[src/rtl/pmp_scan_checker.sv]
// Sequential PMP checker: one pmp_entry comparator scanned over all entries,
// lowest-index match wins, allow/deny returned through a valid/ready response.

// Single PMP entry address matcher (OFF / TOR / NA4 / NAPOT).
// Latency: combinational.
// Backpressure: none.
module pmp_entry #(
  parameter int PLEN    = 34,
  parameter int PMP_LEN = 32
) (
  input  logic [PLEN-1:0]    addr_i,
  input  logic [PMP_LEN-1:0] conf_addr_i,
  input  logic [PMP_LEN-1:0] conf_addr_prev_i,
  input  logic [1:0]         conf_addr_mode_i,
  output logic               match_o
);
  logic [PLEN-1:0] cur_base;
  logic [PLEN-1:0] prev_base;
  logic [PLEN-1:0] napot_mask;
  logic [5:0]      ones;
  logic            ones_done;

  assign cur_base  = {conf_addr_i, 2'b00};
  assign prev_base = {conf_addr_prev_i, 2'b00};

  // Trailing ones of pmpaddr encode the NAPOT size: 2^(ones+3) bytes.
  always_comb begin
    ones      = '0;
    ones_done = 1'b0;
    for (int i = 0; i < PMP_LEN; i++) begin
      if (!ones_done && conf_addr_i[i]) ones = ones + 6'd1;
      else ones_done = 1'b1;
    end
    for (int i = 0; i < PLEN; i++) napot_mask[i] = (i >= int'(ones) + 3);
  end

  always_comb begin
    match_o = 1'b0;
    case (conf_addr_mode_i)
      2'b01:   match_o = (addr_i >= prev_base) && (addr_i < cur_base);
      2'b10:   match_o = (addr_i[PLEN-1:2] == conf_addr_i);
      2'b11:   match_o = ((addr_i ^ cur_base) & napot_mask) == '0;
      default: match_o = 1'b0;
    endcase
  end
endmodule


[config.mk]
export PLATFORM = sky130hd
export DESIGN_NAME = pmp_entry
export DESIGN_NICKNAME = d
export VERILOG_FILES = /design/src/rtl/pmp_scan_checker.sv
export SDC_FILE = /design/constraint.sdc
export NUM_CORES = 1
export LEC_CHECK = 0
export CORE_ASPECT_RATIO = 1.1
export CORE_MARGIN = 3
export CORE_UTILIZATION = 55
export DETAILED_ROUTE_END_ITERATION = 8
export PLACE_DENSITY_LB_ADDON = 0.25
export SYNTH_ARGS = -nofsm -noshare
export SYNTH_HDL_FRONTEND = slang
export SYNTH_SLANG_ARGS = --single-unit
export TNS_END_PERCENT = 30
[constraint.sdc]
create_clock -name vclk -period 38.4
set_clock_uncertainty 0.1 [all_clocks]
set_input_delay 7.68 -clock vclk [all_inputs]
set_output_delay 7.68 -clock vclk [all_outputs]
set_load 0.05 [all_outputs]
Word level (Yosys, flattened, before mapping):

Cells that the tools add are included.

* register bits: 0
* bits of input ports: 100

* add/subtract/negate cells: 32
* magnitude comparators: 36
* equal/unequal tests: 4
* multiplexer cells: 64
* bitwise gates (word level): 2
* reduce and logical (&&, ||, !) cells: 63

Operator list (number)
* $ge A6 B32 Y1 const A: 16
* $ge A5 B32 Y1 const A: 8
* $add A6 B1 Y6 const B: 30
* $mux W6: 30
* $ge A4 B32 Y1 const A: 4
* $ge A3 B32 Y1 const A: 2
* $and A34 B34 Y34: 1
* $ge A34 B34 Y1: 1
* $logic_not A34 Y1: 1
* $lt A34 B34 Y1: 1
* $xor A34 B34 Y34: 1
* $eq A32 B32 Y1: 1
* $ge A1 B32 Y1 const A: 1
* $ge A2 B32 Y1 const A: 1
* $ge A7 B32 Y1 const A: 1
* $logic_and A1 B1 Y1: 32
* $mux W1: 32
* $logic_not A1 Y1: 30
* $add A6 B2 Y7 const B: 1
* $ge A6 B7 Y1 const A: 1
* $eq A2 B2 Y1 const B: 2
* $pmux W1 S3: 1
* $add A1 B1 Y2 const B: 1
* $eq A2 B1 Y1 const B: 1
* $mux W2: 1

Longest topological paths before layout:

* word-level depth: 97
* mapped depth: 100
* depth with buffers taken out: 99

Worst setup path after synthesis:

Ideal clock, no wire load.

* path type: input to output
* start: in conf_addr_i[2]
* end: out match_o
* arrival: 26.979 ns
* required time: 30.620 ns
* slack: 3.641 ns
* stages: 96
* buffers on the path: 0
* cell sequence: inv_1 -> a21boi_0 -> ha_1 -> o21ai_0 -> inv_1 -> ha_1 -> mux2_2 -> ha_1 -> nand2_1 -> a41oi_1 -> ha_1 -> mux2i_1 -> o21a_1 -> mux2i_1 -> ha_1 -> mux2_2 -> ha_1 -> nor2_1 -> [60 not listed] -> ha_1 -> and2_1 -> a2111oi_0 -> o21ai_0 -> ha_1 -> mux2_2 -> ha_1 -> mux2_2 -> inv_1 -> ha_1 -> xnor2_1 -> o21ai_0 -> a2111oi_0 -> a21oi_1 -> nor3_1 -> nor2_1 -> o31a_1 -> o31ai_1

* cells in the longest elaborated chain, start to end: 94
* elaborated cells between the ends (all ways): 189

RTL lines
* start, declared: line 12 `input logic [PMP_LEN-1:0] conf_addr_i,`
* branches (longest 93 deep; another with $add A6 B1 Y6)
* $pmux W1 S3 *: line 39 `case (conf_addr_mode_i)`
* end, declared: line 15 `output logic match_o`

Every way passes the cells marked *.

Final worst setup path:

Ends and elaborated chain as after synthesis.

==> impl_metrics.tcl <==
set metrics [dict create \
    status "finished, final reports clean" \
    worst_setup_path_end_kind "output port" \
    powerDensity_mw_per_mm2 8.27 \
    worstPathArrival_ps 28930 \
    period_share_pct 95.6 \
    syn_to_final_growth_pct 19.0 \
    cp.required_ps 30620 \
    cp_max_fo 8 \
    rsz0062_at_grt "no" \
    diodes 0 \
    die_y_um 115 \
    ir_worst_vdd_v 0.00000527 \
    yosysMostFrequentCell "ha_1" \
    synth.largest_area_cell "ha_1" \
    grt-ovfl-total 0 \
    crit_top_cell "ha_1" \
    yosysTopAreaCellShare_pct 20.3 \
    grtUsageTotal_pct 27.9 \
    design.seq.count 0 \
    syn-num-nets 1063 \
    critPathSlowestCell "clkdlybuf4s50_1" \
    post_cts_buffers 0 \
    first_iter_violations 453 \
    syn_area_mm2 0.00598 \
    multi_input_area_mm2 0.00563 \
    p_leak_nw 3.16 \
    grt_pass1_wl_um 29000 \
    nClkBuffers 0 \
    start_util_pct 57.0 \
    layout-drive-gt1-share_pct 3.56 \
    antenna_found_initial 0 \
    finalMaxSlewViolations 0 \
    drcViolationCount 0 \
    dp_slack_ps 1200 \
    yosysSeqAreaShare_pct 0 \
    nFillCells 942 \
    grt_pass1_vias 6336 \
    period_minus_slack_ps 36710 \
    critPathLaunchType "primary input" \
    worst_pin_slew_ps 871 \
    finalSetupTns_ps 0 \
    hold_viol 0 \
    yosysWarnings 0 \
    via_count 6671 \
    antenna_left 0 \
    io_pins 101 \
    max_freq_mhz 27.2 \
    worst_slack_ps 1690 \
    syn_area_per_cell_um2 6.91 \
    setup-violations-final 0 \
    vias_per_cell 6.08 \
    finalPower_uw 58.9 \
    worstSetupPathType "primary input to output port" \
    cap_violations 0 \
    fp.dieW_um 105 \
    post-dp-hpwl_um 15100 \
    relSlewSlack_pct 41.4 \
    die_area_mm2 0.0122 \
    port_buffers 101 \
    finalWeightedCongestion 0.986 \
    nets 1154 \
    synthTopCellsByArea "ha_1, a21oi_1, inv_1" \
    firstDrtPassIters 5 \
    routedWlPerCell_um 15.8 \
    fin_util_pct 67.9 \
    ys_types 78 \
    rows 39 \
    synthTopCellsByCount "ha_1, inv_1, nand2_1, nor2_1, a21oi_1" \
    crit_path_max_incr_delay_ps 550 \
    grt_max_degree 18 \
    regArea_um2 0 \
    synth_cells 866 \
    hold_class "primary input to output port" \
    wirelength_um 17400 \
    design.core.area_mm2 0.0105 \
]
## layer usage
| metal | global-route usage [%] | vias to the layer above | part of all wire, % |
|---|---|---|---|
| met2 | 52.3 | 247 | 49 |
| li1 | - | 3366 | - |
| met5 | 0 | - | 0 |
| met4 | 6.04 | 0 | 2.4 |
| met1 | 35.3 | 3018 | 44 |
| met3 | 1.46 | 40 | 5.3 |
## per-stage QoR
| stage | area (um2) | hold WS [ps] | cells |
|---|---|---|---|
| 2_1_floorplan | 5980 | 15630 | 866 |
| 3_3_place_gp | 7110 | 16650 | 1098 |
| 3_5_place_dp | 7110 | 16650 | 1098 |
| 4_1_cts | 7110 | 16660 | 1098 |
| 5_1_grt | 7120 | 16240 | 1098 |
| 6_report | 7120 | 16210 | 1098 |
## cells by family after synthesis
kind of cell	share of synthesized area (%)
compound gates	26.1
xor+xnor	14.0
simple gates	29.1
buf+inv	6.11
fa+ha+maj	20.3
mux	4.50
## cells in the final DEF (no fill, tap or decap), types with 8 or more instances in the layout
cell type        count
inv_1               82
and3_1              10
xnor2_1             34
nand2b_1            14
nand3_1             27
o21ai_0             57
clkdlybuf4s50_1    100
a21boi_0            10
a31oi_1              8
o22ai_1              8
xor2_1              26
o21a_1               9
and2_1              16
nor2_1              71
nand4_1             19
mux2i_1             19
xnor2_2              8
nor2b_1             18
a21oi_1             68
ha_1                97
nand2_1             79
nor3_1              28
a21o_1              16
nor4_1               9
## final timing paths
check | from | endpoint | slack, ps | cells past startpoint
setup / recovery | conf_addr_i[2] | match_o | 1690 | 101
hold / removal | conf_addr_mode_i[1] | match_o | 16210 | 4
## cell type report
class | count | area share (%)
inverter | 82 | 4.32
tap | 143 | 2.51
multi-input combinational | 772 | 79.0
timing repair buffer | 101 | 14.1
## report_power, final
part / switching [mW] / total, mW / internal [mW] / leakage [nW]
logic: 0.0314 / 0.0589 / 0.0275 / 3.16
clock network: 0 / 0 / 0 / 0
registers: 0 / 0 / 0 / 0
total: 0.0314 / 0.0589 / 0.0275 / 3.16
## critical path, delay by kind of cell
| kind | cells | cell delay (ps) |
|---|---|---|
| AOI/OAI and AO/OA | 38 | 5960 |
| muxes | 11 | 2380 |
| adders and majority gates | 30 | 9670 |
| and+or+nand+nor | 15 | 1880 |
| buffers and inverters | 7 | 1310 |
## what timing repair did
item                       in CTS  in global routing
hold buffers                    0                  0
setup endpoints to repair       0                  1
gates resized for setup         0                  4
Note: power is estimated with default switching activity, not from simulation.
